### src/rtl/opc7_pkg.sv
// Shared definitions for the OPC7 32-bit CPU to 8-bit memory bridge:
// FSM state encoding, lane count and the legal wait-state range.
package opc7_pkg;

  typedef enum logic [1:0] {
    ST_IDLE   = 2'd0,
    ST_ACCESS = 2'd1,
    ST_DONE   = 2'd2
  } state_t;

  localparam int LANES           = 4;
  localparam int WAIT_STATES_MAX = 7;

  // Last wait-counter value of a byte lane; out-of-range settings saturate
  // so the 3-bit counter can always reach its terminal count.
  function automatic logic [2:0] wait_last(input int ws);
    if (ws > WAIT_STATES_MAX) begin
      return 3'(WAIT_STATES_MAX);
    end
    if (ws < 0) begin
      return 3'd0;
    end
    return 3'(ws);
  endfunction

endpackage

### src/rtl/opc7_mem8_bridge.sv
// Bridges a 32-bit word-addressed CPU bus onto an 8-bit byte-wide memory,
// splitting each word access into four little-endian byte cycles.
module opc7_mem8_bridge
  import opc7_pkg::*;
#(
  parameter int WAIT_STATES = 1
) (
  input  logic        clk,
  input  logic        reset,
  input  logic [19:0] cpu_addr,
  input  logic [31:0] cpu_dout,
  input  logic        cpu_rnw,
  input  logic        cpu_vpa,
  input  logic        cpu_vda,
  input  logic        cpu_vio,
  output logic [31:0] cpu_din,
  output logic        cpu_clken,
  output logic [21:0] mem_addr,
  output logic [7:0]  mem_wdata,
  input  logic [7:0]  mem_rdata,
  output logic        mem_ce,
  output logic        mem_oe,
  output logic        mem_we,
  output logic        io_sel,
  output logic        io_rnw,
  output logic [19:0] io_addr,
  output logic [31:0] io_wdata,
  input  logic [31:0] io_rdata
);

  localparam logic [2:0] WAIT_LAST = wait_last(WAIT_STATES);

  state_t      state_reg, state_next;
  logic [1:0]  lane_reg, lane_next;
  logic [2:0]  wait_reg, wait_next;
  logic [19:0] addr_reg;
  logic [31:0] dout_reg;
  logic        rnw_reg;
  logic [31:0] asm_reg;
  logic [31:0] din_reg;

  logic        start;
  logic        lane_last;
  logic        io_cycle;
  logic        in_access;
  logic        in_done;
  logic [7:0]  dout_lanes [LANES];

  genvar gi;
  generate
    for (gi = 0; gi < LANES; gi++) begin : g_lane
      assign dout_lanes[gi] = dout_reg[8*gi +: 8];
    end
  endgenerate

  always_comb begin
    state_next = state_reg;
    lane_next  = lane_reg;
    wait_next  = wait_reg;
    start      = 1'b0;
    lane_last  = 1'b0;
    case (state_reg)
      ST_IDLE: begin
        // I/O qualifier wins: that cycle is passed straight through instead.
        if (!cpu_vio && (cpu_vpa || cpu_vda)) begin
          start      = 1'b1;
          state_next = ST_ACCESS;
          lane_next  = 2'd0;
          wait_next  = 3'd0;
        end
      end
      ST_ACCESS: begin
        if (wait_reg == WAIT_LAST) begin
          lane_last = 1'b1;
          wait_next = 3'd0;
          if (lane_reg == 2'd3) begin
            state_next = ST_DONE;
            lane_next  = 2'd0;
          end else begin
            lane_next = lane_reg + 2'd1;
          end
        end else begin
          wait_next = wait_reg + 3'd1;
        end
      end
      ST_DONE: begin
        state_next = ST_IDLE;
      end
      default: begin
        state_next = ST_IDLE;
      end
    endcase
  end

  always_ff @(posedge clk or posedge reset) begin
    if (reset) begin
      state_reg <= ST_IDLE;
      lane_reg  <= 2'd0;
      wait_reg  <= 3'd0;
      addr_reg  <= '0;
      dout_reg  <= '0;
      rnw_reg   <= 1'b0;
      asm_reg   <= '0;
      din_reg   <= '0;
    end else begin
      state_reg <= state_next;
      lane_reg  <= lane_next;
      wait_reg  <= wait_next;
      if (start) begin
        addr_reg <= cpu_addr;
        dout_reg <= cpu_dout;
        rnw_reg  <= cpu_rnw;
      end
      if (lane_last && rnw_reg) begin
        asm_reg[8*lane_reg +: 8] <= mem_rdata;
      end
      // Read word is held for the CPU once the access completes.
      if (state_reg == ST_DONE && rnw_reg) begin
        din_reg <= asm_reg;
      end
    end
  end

  // Reset gates the combinational outputs so nothing leaks while it is held.
  assign io_cycle  = !reset && (state_reg == ST_IDLE) && cpu_vio;
  assign in_access = !reset && (state_reg == ST_ACCESS);
  assign in_done   = !reset && (state_reg == ST_DONE);

  assign cpu_clken = !(in_access || (start && !reset));

  assign mem_ce    = in_access;
  assign mem_oe    = in_access && rnw_reg;
  assign mem_we    = in_access && !rnw_reg;
  assign mem_addr  = in_access ? {addr_reg, lane_reg} : 22'd0;
  assign mem_wdata = in_access ? dout_lanes[lane_reg] : 8'd0;

  assign io_sel    = io_cycle;
  assign io_rnw    = io_cycle ? cpu_rnw : 1'b1;
  assign io_addr   = cpu_addr;
  assign io_wdata  = cpu_dout;

  assign cpu_din   = reset    ? 32'd0 :
                     io_cycle ? io_rdata :
                     in_done  ? asm_reg : din_reg;

endmodule

### config.mk
export PLATFORM = sky130hd
export DESIGN_NAME = opc7_mem8_bridge
export DESIGN_NICKNAME = d
export VERILOG_FILES = /design/src/rtl/opc7_pkg.sv /design/src/rtl/opc7_mem8_bridge.sv
export SDC_FILE = /design/constraint.sdc
export NUM_CORES = 1
export LEC_CHECK = 0
export CORE_AREA = 2 2 141 143
export DETAILED_ROUTE_END_ITERATION = 8
export DIE_AREA = 0 0 143 145
export PLACE_DENSITY = 0.71
export SLEW_MARGIN = 0
export SYNTH_ARGS = -nofsm -noshare
export SYNTH_HDL_FRONTEND = slang
export SYNTH_SLANG_ARGS = --single-unit
### constraint.sdc
create_clock -name clk -period 6.3 [get_ports clk]
set_clock_uncertainty 0.15 [all_clocks]
set_input_delay 0.63 -clock clk [delete_from_list [all_inputs] [get_ports clk]]
set_output_delay 0.63 -clock clk [all_outputs]
set_load 0.02 [all_outputs]
# Word level (Yosys, flattened, before mapping)
# Cells that the tools add are included.
[totals]
in_bits = 98
elab_cells = 68
reg_bits = 124
out_inout_bits = 120
[classes]
n_addsub = 3
reduce_logical = 21
shift = 2
magnitude_cmp = 1
n_eq_ne = 7
bitwise = 1
n_mux = 25
[op_table]
columns = ["operator", "n"]
rows = [
  ["two-way mux 32 bit", 3],
  ["negator 5 -> 34 bit", 1],
  ["variable shift 8 x 34 -> 32 bit, first input constant", 1],
  ["variable part select 8 x 34 -> 32 bit", 1],
  ["bitwise mux 32 bit", 1],
  ["two-way mux 8 bit", 3],
  ["two-way mux 22 bit", 1],
  ["binary-select mux 8 bit (select 2 bit)", 1],
  ["two-way mux 2 bit", 6],
  ["logical AND 1 bit", 10],
  ["case mux 2 bit (2 select lines)", 2],
  ["two-way mux 3 bit", 2],
  ["inequality test 2 bit, second input constant", 3],
  ["case mux 3 bit (2 select lines)", 1],
  ["AND reduction 3 bit", 2],
  ["two-way mux 1 bit", 5],
  ["== test 2 bit, second input constant", 2],
  ["logical NOT 1 bit", 4],
  ["adder 3 x 1 -> 3 bit, second input constant", 1],
  ["== test 3 x 1 -> 1 bit, second input constant", 1],
  [">= comparator 3 bit, second input constant", 1],
  ["inverter 2 -> 3 bit", 1],
  ["adder 2 x 1 -> 2 bit, second input constant", 1],
  ["== test 2 x 1 -> 1 bit, second input constant", 1],
  ["other kinds (4)", 5],
]

# Logic depth before layout (Yosys ltp)
# Gate-level depths: netlist of run 1.
[depth]
depth_word = 7
mapped_depth = 8

# Least setup slack after synthesis of run 1
# Ideal clock, no wire load.
[synth_path]
path_type = "input -> output"
start = "input port reset"
end = "output port mem_addr[8]"
t_arrival_ns = 5.147
cell_stages = 3
path_buffers = 1
setup_slack_ns = 0.373
cell_sequence = "inv_1 clkbuf_1 and3_1"
[synth_between]
elab_chain_len = 3
[synth_rtl]
columns = ["item", "line", "text"]
rows = [
  ["from (decl)", "opc7_mem8_bridge.sv:9", "input logic reset,"],
  ["logical NOT 1 bit", "opc7_mem8_bridge.sv:126", "assign in_access = !reset && (state_reg == ST_ACCESS);"],
  ["logical AND 1 bit", "opc7_mem8_bridge.sv:126", ""],
  ["two-way mux 22 bit", "opc7_mem8_bridge.sv:134", "assign mem_addr = in_access ? {addr_reg, lane_reg} : 22'd0;"],
  ["to (decl)", "opc7_mem8_bridge.sv:18", "output logic [21:0] mem_addr,"],
]
# No other way between the ends.

# Worst setup path in the final report of run 1
[layout_path]
start = "input port cpu_vio"
end = "output port cpu_din[22]"
[layout_between]
elab_chain_len = 3
[layout_rtl]
columns = ["item", "line", "text"]
rows = [
  ["from (decl)", "opc7_mem8_bridge.sv:15", "input logic cpu_vio,"],
  ["logical AND 1 bit", "opc7_mem8_bridge.sv:125", "assign io_cycle = !reset && (state_reg == ST_IDLE) && cpu_vio;"],
  ["two-way mux 32 bit", "opc7_mem8_bridge.sv:143", "io_cycle ? io_rdata :"],
  ["two-way mux 32 bit", "opc7_mem8_bridge.sv:142", "assign cpu_din = reset ? 32'd0 :"],
  ["to (decl)", "opc7_mem8_bridge.sv:16", "output logic [31:0] cpu_din,"],
]
# No other way between the ends.

==> impl_metrics.yaml, run 1 <==
outcome:
  status: "complete, no violations"
synth:
  syn-cell-area_mm2: 0.006648
  synth_flop_cell: "dfrtp_1"
  syn_nets: 722
  synthTopCellsByArea: "dfrtp_1 (47%), mux2_1 (14%), buf_4 (6.0%)"
  synthDistinctLibCells: 34
  synth-edff-count: 0
  yosys.area.top_type: "dfrtp_1"
  yosys.area.top_type_share_pct: 46.68
  seq_area_frac_synth_pct: 46.68
  synth-seq-cells: 124
  yosysWarningCount: 0
  synth-async-reset-ratio_pct: 100.0
  synth_area_per_cell_um2: 10.76
  synthCells: 618
layout:
  final_util_pct: 48.02
  layout-drive-gt1-share_pct: 7.436
  final_cell_area_mm2: 0.009224
  diodes: 0
  areaGrowthSynthToFinish_pct: 38.75
  num-nets-final: 874
  seqCellArea_mm2: 0.003103
  nFillCells: 1766
  multiInputGateArea_mm2: 0.002839
  stdcell_count: 1045
global_routing:
  grt_max_degree: 94
  antenna_found_initial: 0
  grt-busiest-layer: "met2"
  grt-ovfl-total: 0
  met2_usage_pct: 25.43
  use_met3_pct: 4.983
  grtUsageTotal_pct: 16.20
  grt_pass1_vias: 5020
  grt_pass1_wl_um: 26280
  grt.met1_usage_pct: 21.40
floorplanning:
  top_level_ports: 218
  die_w_um: 143
  core_mm2: 0.01921
  rows: 51
  die_y_um: 145
  start_util_pct: 34.61
  die_area_mm2: 0.02074
timing:
  max_slew.worst_pin.slew_ps: 1136
  slew_violations: 0
  setup_ws_ps: 2588
  max-slew-margin-rel_pct: 23.22
  fin_crit_sh_pct: 58.92
  hold_viol_final: 0
  min_period_ps: 3712
  fmax_mhz: 269.4
  rsz0062_at_grt: "no"
  setup-violations-final: 0
  tns_ps: 0
clock_network:
  htree_levels: 4
  clk_latency_ps: 410
  cts_tree: "built"
  cts_buffers: 17
  max-clock-path-buffers: 2
  cts_resized: 0
  holdBufCountCts: 0
  clock-sinks: 124
  root_buffer: "clkbuf_16"
  clkTransAtPathRegs_ps: 50
  post_cts_buffers: 0
setup_path:
  cp-end-kind: "primary output"
  path_class: "in2out"
  rr_worst_depth: 5
  cp_data_arrival_time_ps: 2930
  cp.required_ps: 5520
  cp-start-kind: "input port"
  r2r-end: "asm_reg[13]$_DFFE_PP0P_"
  rrSetupSlack_ps: 3080
  crit_fanout: 66
  r2r-start: "lane_reg[0]$_DFFE_PP0P_"
routing:
  drc_errors: 0
  drt_pass1_iterations: 4
  routed_wl_um: 16490
  wl_per_cell_um: 15.78
  routed_via_density: 4.710
  antenna_left: 0
  drt_iter0_markers: 209
  vias: 4922
place:
  place_congestion: 0.7470
  place_area_mm2: 0.008650
  io_buffer_count: 217
  hpwl_um: 11580
  dp.cells: 1016
  pre_cts_ws_ps: 2570
pwr:
  switching_share_pct: 33.96
  clock_power_share_pct: 24.8
  power.switching_w: 0.001302
  power.internal_w: 0.002532
  ir_drop_uv: 184.1
  comb_power_share_pct: 38.1
  seqPwrFrac_pct: 37.1
  powerDensity_mw_per_mm2: 415.7
  p_leak_nw: 3.869
worst_hold_path:
  whs_path_depth: 1
  holdPathEnd: "dout_reg[18]$_DFFE_PP0P_"
  hold_class: "reg2reg"
  min-delay-start: "dout_reg[18]$_DFFE_PP0P_"
job:
  max-cap-violations: 0
==> per-stage QoR <==
step                      power, W  hold slack (ps)
final                     0.003835            331.9
after floorplan           0.002349            305.7
after CTS                 0.003895            337.1
after detailed placement  0.002921            324.8
after global routing      0.004088            346.9
after global placement    0.002883            315.8
==> cells in the final DEF (no fill, tap or decap), types with 8 or more instances in the layout <==
| cell | n |
|---|---|
| buf_4 | 8 |
| clkdlybuf4s50_1 | 217 |
| a311oi_1 | 32 |
| mux4_2 | 8 |
| inv_1 | 36 |
| clkbuf_16 | 17 |
| nor2_1 | 34 |
| nand2_1 | 101 |
| dfrtp_1 | 124 |
| mux2i_1 | 32 |
| mux2_1 | 85 |
| and3_1 | 31 |
==> area by class of cell <==
cell class | instances | share of cell area (%)
multi-input cells | 365 | 30.78
well taps | 265 | 3.595
repair buffers | 225 | 24.20
clock inverters | 7 | 0.9767
flip-flops and latches | 124 | 33.64
inverters | 37 | 1.560
clock buffers | 22 | 5.250
==> Yosys cell counts (3+ instances only) <==
master    number
ha_1           6
nand2b_1       3
and3_1        31
buf_4         53
nand2_1      101
nor3_1         6
inv_1         37
a311oi_1      32
nor3_4         4
mux2_1        85
mux4_2         8
mux2i_1       32
nor2_1        34
dfrtp_1      124
clkbuf_1      21
buf_2         17
==> power groups by stage <==
stage	registers, W	clock network [W]	logic, W
final	0.00142	0.000952	0.00146
after global routing	0.00148	0.00102	0.00159
after CTS	0.00143	0.000977	0.00149
after detailed placement	0.00144	0	0.00148
after global placement	0.00143	0	0.00145
after floorplan	0.00131	0	0.00104
==> critical path, stage by stage <==
cell	delay, ps
clkdlybuf4s50_1	470
or3b_2	440
buf_4	320
a311oi_1	370
clkdlybuf4s50_1	670
==> metal layers <==
| metal | part of all wire (%) | wire length, µm | up-vias |
|---|---|---|---|
| met5 | 0 | 0 | - |
| met4 | 1.1 | 186 | 0 |
| met3 | 6.5 | 1064 | 13 |
| met2 | 47 | 7670 | 158 |
| met1 | 46 | 7568 | 2362 |
| li1 | - | - | 2389 |
==> cells by family after synthesis <==
group                    Yosys count  synth area share, %
AND/OR/NAND/NOR                  192                14.15
buffers and inverters            129                10.71
multiplexers                     126                22.10
flip-flops                       124                46.68
AO/OA/AOI/OAI                     41                5.233
adder cells (fa/ha/maj)            6                1.129
==> worst max-delay path by stage <==
stage / from / cells past startpoint / slack (ps) / endpoint
floorplan: reset / 3 / 370 / mem_addr[8]
global placement: cpu_vio / 6 / 2560 / cpu_din[22]
detailed placement: cpu_vio / 6 / 2570 / cpu_din[22]
CTS: cpu_vio / 5 / 2560 / cpu_din[22]
global route: cpu_vio / 6 / 2490 / cpu_din[22]
finish: cpu_vio / 5 / 2590 / cpu_din[22]
Note: power is estimated with default switching activity, not from simulation.
==> inputs of run 2 (changes only) <==
--- a/config.mk
+++ b/config.mk
@@ -8,7 +8,7 @@
 export CORE_AREA = 2 2 141 143
 export DETAILED_ROUTE_END_ITERATION = 8
 export DIE_AREA = 0 0 143 145
-export PLACE_DENSITY = 0.71
+export PLACE_DENSITY = 0.74
 export SLEW_MARGIN = 0
 export SYNTH_ARGS = -nofsm -noshare
 export SYNTH_HDL_FRONTEND = slang
==> constraint.sdc (replaced) <==
create_clock -name clk -period 3.3 [get_ports clk]
set_clock_uncertainty 0.15 [all_clocks]
set_input_delay 0.33 -clock clk [delete_from_list [all_inputs] [get_ports clk]]
set_output_delay 0.33 -clock clk [all_outputs]
set_load 0.02 [all_outputs]
==> run 2 against run 1 <==
  * Final cell count is 0.86% higher
  * Setup slack worse by 2400 ps
  * Global-route usage is 0.63 points higher
  * Routed wire length rose by 2.1%
  * Design area increased by 1.3%
  * Utilization is 0.63 points higher
  * Power increased by 93%
  * Register-to-register slack worse by 2300 ps
  * Clock power grew 94%
  * Clock-buffer cell count rose by 2
  * Critical path depth is 1 lower
  * Critical path type is now reg2out
  * Largest power group unchanged
==> impl_metrics.yaml, run 2 (same netlist as run 1, synthesis figures left out) <==
timing:
  rsz0062_at_grt: "no"
  hold_viol_final: 0
  fin_crit_sh_pct: 93.98
  slew_violations: 0
  fmax_mhz: 322.4
  setup-violations-final: 0
  tns_ps: 0
  max-slew-margin-rel_pct: 51.81
  worst_hold_slack_ps: 187.4
  min_period_ps: 3101
  max_slew.worst_pin.slew_ps: 722.9
routing:
  routed_wl_um: 16840
  drt_iter0_markers: 150
  routed_via_density: 4.748
  drt_pass1_iterations: 4
  wl_per_cell_um: 15.98
  vias: 5004
  antenna_left: 0
  drc_errors: 0
layout:
  final_cell_area_mm2: 0.009344
  diodes: 0
  nFillCells: 1751
  layout-drive-gt1-share_pct: 8.492
  layout_common_cells: "clkdlybuf4s50_1 (216), dfrtp_1 (124), nand2_1 (101), mux2_1 (85), inv_1 (36)"
  num-nets-final: 882
  areaGrowthSynthToFinish_pct: 40.56
  final_common_cell: "clkdlybuf4s50_1"
setup_path:
  cp.required_ps: 2820
  crit_chain: "or3b_2 -> buf_12 -> a311oi_1 -> clkdlybuf4s50_1"
  crit_fanout: 66
  path_class: "reg2out"
  cp-end-kind: "primary output"
  cp-start-kind: "flip-flop"
  rr_worst_depth: 5
  cp_slowest_cell: "clkdlybuf4s50_1"
  crit_path_max_incr_delay_ps: 650
  cp_data_arrival_time_ps: 2620
place:
  place_area_mm2: 0.008757
  hpwl_um: 12120
  place_congestion: 0.7229
  io_buffer_count: 217
pwr:
  powerDensity_mw_per_mm2: 790.5
  ir_drop_uv: 466.9
  p_leak_nw: 3.934
clock_network:
  clk_latency_ps: 410
  cts_tree: "built"
  clkTransAtPathRegs_ps: 60
  cts_buffers: 17
  root_buffer: "clkbuf_16"
  post_cts_buffers: 0
  cts_resized: 0
  holdBufCountCts: 0
  htree_levels: 4
  clock-sinks: 124
  max-clock-path-buffers: 2
global_routing:
  grt_pass1_wl_um: 27070
  grt-ovfl-total: 0
  grt_max_degree: 75
  grt_pass1_vias: 5148
  antenna_found_initial: 1
  grtUsageTotal_pct: 16.83
floorplanning:
  die_y_um: 145
  start_util_pct: 34.61
  core_mm2: 0.01921
  top_level_ports: 218
  die_w_um: 143
  rows: 51
  die_area_mm2: 0.02074
worst_hold_path:
  hold_class: "in2async"
outcome:
  status: "complete, no violations"
job:
  max-cap-violations: 0
run 2: changes by cell type in the layout (fill, tap and decap cells not counted), sizes merged:
cell and change:
buf +9, clkbuf +2, clkdlybuf4s50 -1, clkinv -1
run 2: final cells by class:
class | instances | area, µm² | share of cell area (%)
clock buffers | 24 | 501.7 | 5.370
clock inverters | 6 | 85.08 | 0.9106
inverters | 37 | 143.9 | 1.540
multi-input cells | 365 | 2839 | 30.38
flip-flops and latches | 124 | 3103 | 33.21
well taps | 265 | 331.6 | 3.548
repair buffers | 233 | 2340 | 25.04
run 2: per-layer routing:
metal  vias to the layer above  global-route usage, %  share of wire [%]
met1                      2392                  21.28                 43
met4                         0                  5.941                1.5
met3                        16                  5.611                9.7
li1                       2404                      -                  -
met5                         -                      0                  0
met2                       192                  26.84                 46
run 2: report_power, final:
group | internal, W | switching [W]
Combinational | 0.00148 | 0.00135
Clock | 0.00120 | 0.000647
Sequential | 0.00222 | 0.000488
Total | 0.00490 | 0.00249
run 2: path summary, 6_finish.rpt:
path	to	slack [ps]	from
setup / recovery	cpu_din[26]	200	state_reg[0]$_DFFE_PP0P_
hold / removal	addr_reg[10]$_DFFE_PP0P_	190	reset
setup reg to reg	asm_reg[4]$_DFFE_PP0P_	820	lane_reg[0]$_DFFE_PP0P_
hold reg to reg	addr_reg[9]$_DFFE_PP0P_	330	addr_reg[9]$_DFFE_PP0P_
max in group asynchronous	din_reg[23]$_DFFE_PP0P_	1940	reset
min in group clk	addr_reg[9]$_DFFE_PP0P_	330	addr_reg[9]$_DFFE_PP0P_
run 2: critical path: cells and delay by family (launching register included):
kind | cells | cell delay [ps]
AO/OA/AOI/OAI | 1 | 280
buffers and inverters | 2 | 850
flip-flops | 1 | 490
AND/OR/NAND/NOR | 1 | 550
run 2: through the flow:
step           setup WS [ps]  instances  utilization (%)  total power [W]
2_1_floorplan          134.4        618                -         0.004483
3_3_place_gp           438.8       1024            45.59         0.005524
3_5_place_dp           357.1       1024            45.59         0.005615
4_1_cts                119.0       1054            48.65         0.007508
5_1_grt                21.17       1054            48.65         0.007905
6_report               198.7       1054            48.65         0.007387
